## config.mk

```make
export PLATFORM = sky130hd
export DESIGN_NAME = prefix_adder_pipe_flat
export DESIGN_NICKNAME = d
export VERILOG_FILES = /design/src/rtl/prefix_adder_pkg.sv /design/src/rtl/prefix_adder_pipe_if.sv /design/src/rtl/prefix_level.sv /design/src/rtl/prefix_adder_pipe.sv /design/src/flat_wrapper.sv
export SDC_FILE = /design/constraint.sdc
export NUM_CORES = 1
export LEC_CHECK = 0
export CAP_MARGIN = 40
export CORE_AREA = 5 5 269 193
export DETAILED_ROUTE_END_ITERATION = 10
export DIE_AREA = 0 0 274 198
export PLACE_DENSITY = 0.64
export SLEW_MARGIN = 5
export SYNTH_ARGS = -nofsm -noshare
export SYNTH_HDL_FRONTEND = slang
export SYNTH_SLANG_ARGS = --single-unit
```

## constraint.sdc

```tcl
create_clock -name clk -period 4.3 [get_ports clk]
set_clock_uncertainty 0.05 [all_clocks]
set_input_delay 0.86 -clock clk [delete_from_list [all_inputs] [get_ports clk]]
set_output_delay 0.86 -clock clk [all_outputs]
set_load 0.01 [all_outputs]
```

## src/rtl/prefix_adder_pkg.sv

```systemverilog
// Shared types and depth helpers for the pipelined Kogge-Stone adder.
package prefix_adder_pkg;

  typedef struct packed {
    logic g;
    logic p;
  } pg_t;

  // Combine distance of prefix level k (levels are numbered from 1).
  function automatic int lvl_dist(input int k);
    return 32'sd1 << (k - 32'sd1);
  endfunction

  function automatic int levels_of(input int width);
    return $clog2(width);
  endfunction

  function automatic int latency_of(input int width);
    return $clog2(width) + 32'sd2;
  endfunction

endpackage

```

## src/rtl/prefix_adder_pipe_if.sv

```systemverilog
// Operand/result handshake bundle between issue logic, the adder and the consumer.
interface prefix_adder_pipe_if #(
  parameter int WIDTH = 32
);
  logic             in_valid;
  logic             in_ready;
  logic [WIDTH-1:0] a;
  logic [WIDTH-1:0] b;
  logic             cin;
  logic             out_valid;
  logic             out_ready;
  logic [WIDTH-1:0] sum;
  logic             cout;
  logic             ovf;

  modport master (
    output in_valid, a, b, cin, out_ready,
    input  in_ready, out_valid, sum, cout, ovf
  );

  modport slave (
    input  in_valid, a, b, cin, out_ready,
    output in_ready, out_valid, sum, cout, ovf
  );
endinterface

```

## src/rtl/prefix_level.sv

```systemverilog
// One combinational Kogge-Stone combine row at a fixed distance.
module prefix_level
  import prefix_adder_pkg::*;
#(
  parameter int WIDTH    = 32,
  parameter int DIST     = 1,
  parameter bit GEN_ONLY = 1'b0
) (
  input  pg_t [WIDTH-1:0] pg_in,
  output pg_t [WIDTH-1:0] pg_out
);

  for (genvar i = 0; i < WIDTH; i++) begin : g_bit
    if (i >= DIST) begin : g_cell
      assign pg_out[i].g = pg_in[i].g | (pg_in[i].p & pg_in[i-DIST].g);
      // Nothing downstream of the final row consumes group propagate.
      if (GEN_ONLY) begin : g_gen
        assign pg_out[i].p = 1'b0;
      end else begin : g_pg
        assign pg_out[i].p = pg_in[i].p & pg_in[i-DIST].p;
      end
    end else begin : g_pass
      assign pg_out[i] = pg_in[i];
    end
  end

endmodule

```

## src/rtl/prefix_adder_pipe.sv

```systemverilog
// Pipelined Kogge-Stone adder: PG capture, one register per prefix level, registered sum.
// The whole pipe advances or holds together on a single stall enable.
module prefix_adder_pipe
  import prefix_adder_pkg::*;
#(
  parameter int WIDTH = 32
) (
  input logic              clk,
  input logic              rst_n,
  prefix_adder_pipe_if.slave bus
);

  localparam int LEVELS = levels_of(WIDTH);

  logic                   en_s;
  pg_t [WIDTH-1:0]        pg0_s;
  pg_t [WIDTH-1:0]        level_s [1:LEVELS];
  pg_t [WIDTH-1:0]        stage_r [0:LEVELS];
  logic [WIDTH-1:0]       p0_r    [0:LEVELS];
  logic [LEVELS:0]        cin_r;
  logic [LEVELS:0]        valid_r;
  logic [WIDTH-1:0]       g_last_s;
  logic [WIDTH-1:0]       carry_s;
  logic [WIDTH-1:0]       sum_r;
  logic                   out_valid_r;
  logic                   cout_r;
  logic                   ovf_r;

  assign en_s          = ~out_valid_r | bus.out_ready;
  assign bus.in_ready  = en_s;
  assign bus.out_valid = out_valid_r;
  assign bus.sum       = sum_r;
  assign bus.cout      = cout_r;
  assign bus.ovf       = ovf_r;

  // Bitwise generate/propagate, with the carry-in absorbed into bit 0's generate.
  always_comb begin
    for (int i = 0; i < WIDTH; i++) begin
      pg0_s[i].g = bus.a[i] & bus.b[i];
      pg0_s[i].p = bus.a[i] ^ bus.b[i];
    end
    pg0_s[0].g = (bus.a[0] & bus.b[0]) | ((bus.a[0] ^ bus.b[0]) & bus.cin);
  end

  for (genvar k = 1; k <= LEVELS; k++) begin : g_lvl
    prefix_level #(
      .WIDTH    (WIDTH),
      .DIST     (lvl_dist(k)),
      .GEN_ONLY (k == LEVELS)
    ) u_level (
      .pg_in  (stage_r[k-1]),
      .pg_out (level_s[k])
    );
  end

  // Carry into bit i is the full group generate of bits i-1..0.
  always_comb begin
    for (int i = 0; i < WIDTH; i++) begin
      g_last_s[i] = stage_r[LEVELS][i].g;
    end
    carry_s = {g_last_s[WIDTH-2:0], cin_r[LEVELS]};
  end

  // Pipeline registers: all stages shift together when en_s, otherwise hold.
  always_ff @(posedge clk or negedge rst_n) begin
    if (!rst_n) begin
      valid_r     <= '0;
      cin_r       <= '0;
      out_valid_r <= 1'b0;
      sum_r       <= '0;
      cout_r      <= 1'b0;
      ovf_r       <= 1'b0;
      for (int k = 0; k <= LEVELS; k++) begin
        stage_r[k] <= '0;
        p0_r[k]    <= '0;
      end
    end else if (en_s) begin
      valid_r    <= {valid_r[LEVELS-1:0], bus.in_valid};
      cin_r      <= {cin_r[LEVELS-1:0], bus.cin};
      stage_r[0] <= pg0_s;
      p0_r[0]    <= bus.a ^ bus.b;
      for (int k = 1; k <= LEVELS; k++) begin
        stage_r[k] <= level_s[k];
        p0_r[k]    <= p0_r[k-1];
      end
      out_valid_r <= valid_r[LEVELS];
      sum_r       <= p0_r[LEVELS] ^ carry_s;
      cout_r      <= g_last_s[WIDTH-1];
      ovf_r       <= g_last_s[WIDTH-2] ^ g_last_s[WIDTH-1];
    end
  end

endmodule
```

## src/flat_wrapper.sv

```systemverilog
// flat-port wrapper written by rule: the top's interface ports become plain ports
module prefix_adder_pipe_flat import prefix_adder_pkg::*;
#(
  parameter int WIDTH = 32
)
  (clk, rst_n, bus_in_valid, bus_a, bus_b, bus_cin, bus_out_ready, bus_in_ready, bus_out_valid, bus_sum, bus_cout, bus_ovf);
  prefix_adder_pipe_if #(.WIDTH(WIDTH)) bus_i ();
  input logic clk;
  input logic rst_n;
  input wire logic [$bits(bus_i.in_valid)-1:0] bus_in_valid;
  input wire logic [$bits(bus_i.a)-1:0] bus_a;
  input wire logic [$bits(bus_i.b)-1:0] bus_b;
  input wire logic [$bits(bus_i.cin)-1:0] bus_cin;
  input wire logic [$bits(bus_i.out_ready)-1:0] bus_out_ready;
  output wire logic [$bits(bus_i.in_ready)-1:0] bus_in_ready;
  output wire logic [$bits(bus_i.out_valid)-1:0] bus_out_valid;
  output wire logic [$bits(bus_i.sum)-1:0] bus_sum;
  output wire logic [$bits(bus_i.cout)-1:0] bus_cout;
  output wire logic [$bits(bus_i.ovf)-1:0] bus_ovf;
  assign bus_i.in_valid = bus_in_valid;
  assign bus_i.a = bus_a;
  assign bus_i.b = bus_b;
  assign bus_i.cin = bus_cin;
  assign bus_i.out_ready = bus_out_ready;
  assign bus_in_ready = bus_i.in_ready;
  assign bus_out_valid = bus_i.out_valid;
  assign bus_sum = bus_i.sum;
  assign bus_cout = bus_i.cout;
  assign bus_ovf = bus_i.ovf;
  prefix_adder_pipe #(.WIDTH(WIDTH)) u_core (.clk(clk), .rst_n(rst_n), .bus(bus_i));
endmodule
```

==> run metrics <==
Clock transition at path regs 0.06 ns; CP max FO 229; Static Leak 0.0106 uW; vias in the first global route 13.7k; FILL cells 4175; final setup TNS 0 ns; Maximum Capacitance Violations 0; Post-Synthesis Cells 1689; share of cells above drive strength 1 12.7%; drt drc 0; synthesized cell area 21800 um^2; Cell Count, Final, Fillers Out 2459; syn avg cell area 12.9 um^2; CTS buffer count 49; worst hold slack 0.273 ns; total track usage between 10% and 20%; RSZ-0062 raised after global routing no; wire per inst between 15 and 20 um; Clk network pwr share 26.1%; Synth Flop Type dfrtp_1; Starting Density between 40% and 50%; detailed placer's ending HPWL just under 30000 um; number of flops mapped to enable cells by yosys 0; boundary pin count between 100 and 150; pwr dens ~700 nW/um^2; critical path type flip-flop to output pin; worst endpoint data arrival time 2.46 ns; Worst Path Required approximately 3.4 ns; status completed; GRT overflow 0; CP Capture Type output pin; first-pass GRT wire length between 70000 and 80000 um; R2R depth 4; Final setup viols 0; cell with the most instances after synthesis dfrtp_1; worst min path class input port to async pin; Worst Tran Pin Value 1.01 ns; Synth async-reset ratio 100%; Post-CTS Hold Buffers 0; deepest clock path buffer count 3; Rel. slew slack 32.8%; Switching Share around a third; Comb power frac between 20% and 30%; VDD IR max 382 uV; Antenna Nets Post-Route 0; top cells by count, synth 529 x dfrtp_1, 228 x nand3b_1, 228 x o21ai_0; Tcrit/Tclk final between 70 and 80%; initial DRC count 1039; Period minus WS final 3.37 ns; Routed WL 46300 um; largest net degree at the start of global routing 230; CTS Sinks 529; initial antenna violation count 2; Area growth syn-to-layout 15.2%; Worst Setup Start Kind flip-flop; sequential power share approximately half; Placed Cells 2369; die area 54300 um^2; total iterations of the first detailed-routing run 5; row count 68; FMAX 296 MHz; DR vias 13.4k; post-synth top area share 60.8%; flops & latches, synth 529; Die Span X 274 um; Slew Limit Fails 0; H-Tree Depth 2; ranking of synthesized cells by area dfrtp_1 61%, mux2_1 9.2%, nand3b_1 7.9%, mux2_2 6.3%, o21ai_0 5.2%; Die H about 200 um; count of cell types in the netlist 16; final hold violation count 0; Vias/cell 5.43; cell-internal power 11800 uW; sequential-to-total area share from yosys stat 60.8%; Yosys Warn Count 0; post-CTS sizing 0; IO buf count 104; total core area 48800 um^2; nets@finish between 1.5k and 2k; CTS root buf clkbuf_16; gpl congestion 0.774; Synth Net Count ~1.8k; top cell type by total area after synthesis dfrtp_1; clock latency on the worst-skew pair 0.57 ns; TritonCTS clock tree done; Post-CTS Setup Inserts 0; Psw between 5000 and 6000 uW
per-layer routing:
metal	GRT usage (%)	routed length, um	part of all wire, %
met1	25.9	22400	48
met2	25.9	20600	45
met3	3.57	2560	5.5
met4	3.31	687	1.5
met5	0	0	0
area by class of cell:
cell class              count  area, um^2  share of cell area [%]
flip-flops and latches    529       13200                    52.8
multi-input cells        1051        7960                    31.7
clock buffers              77        1560                    6.24
repair buffers            123        1330                    5.29
well taps                 665         832                    3.32
clock inverters            12         145                   0.579
inverters                   1        11.3                  0.0449
diodes                      1        2.50                 0.00998
worst max-delay path, cell delays in order, from the launching register on:
cell and delay [ns]:
dfrtp_4 0.43, buf_12 0.68, clkdlybuf4s50_1 0.72
power groups by stage:
stage	combinational (uW)	clock [uW]	sequential [uW]
CTS	4240	4650	8650
global route	4690	4850	8900
finish	4170	4540	8660
detailed placement	4220	0	8720
floorplan	3010	0	8090
global placement	4060	0	8650
sequential cells by signal, summed over array words and instances, names as in the netlist:
| register | cells |
|---|---|
| u_core.valid_r | 6 |
| u_core.bus.sum | 32 |
| u_core.carry_s | 31 |
| u_core.g_last_s | 1 |
| u_core.stage_r | 258 |
| u_core.bus.ovf | 1 |
| u_core.cin_r | 6 |
| u_core.bus.cout | 1 |
| u_core.p0_r | 192 |
| u_core.bus.out_valid | 1 |
final timing paths:
path	startpoint	to	slack [ns]
min in group clk	u_core.p0_r[76]$_DFFE_PN0P_	u_core.p0_r[44]$_DFFE_PN0P_	0.43
max in group asynchronous	rst_n	u_core.stage_r[381]$_DFFE_PN0P_	2.98
setup / recovery	u_core.bus.out_valid$_DFFE_PN0P_	bus_out_valid	0.93
hold / removal	rst_n	u_core.p0_r[118]$_DFFE_PN0P_	0.27
setup reg to reg	u_core.bus.out_valid$_DFFE_PN0P_	u_core.p0_r[159]$_DFFE_PN0P_	1.74
hold reg to reg	u_core.p0_r[76]$_DFFE_PN0P_	u_core.p0_r[44]$_DFFE_PN0P_	0.43
layout by cell type, fill, tap and decap left out, drive strengths merged:
| cell type | count |
|---|---|
| a21oi | 130 |
| nand3b | 228 |
| diode | 1 |
| ha | 32 |
| o21ai | 228 |
| xor2 | 33 |
| mux2 | 300 |
| clkbuf | 77 |
| clkinv | 6 |
| clkinvlp | 1 |
| bufinv | 3 |
| nand2b | 1 |
| clkdlybuf4s50 | 102 |
| dfrtp | 529 |
| buf | 21 |
| inv | 3 |
| nor2b | 1 |
| nand2 | 98 |
cell families after synthesis:
kind of cell | count (synthesis) | share of synthesized area [%]
flip-flops | 529 | 60.8
adder cells (fa/ha/maj) | 32 | 1.84
AND/OR/NAND/NOR | 328 | 9.61
AO/OA/AOI/OAI | 358 | 8.23
multiplexers | 300 | 15.5
buffers and inverters | 109 | 2.69
XOR/XNOR | 33 | 1.33
through the flow:
step | worst slack, ns | total power, uW | instance area (um^2) | utilization [%]
floorplan | 1.79 | 11100 | 21800 | -
finish | 0.927 | 17400 | 25100 | 51.4
detailed placement | 1.22 | 12900 | 23400 | 47.9
CTS | 0.902 | 17500 | 25100 | 51.4
global placement | 1.23 | 12700 | 23300 | 47.8
global route | 0.791 | 18400 | 25100 | 51.4
No activity file was read; power rests on OpenSTA's default activity.
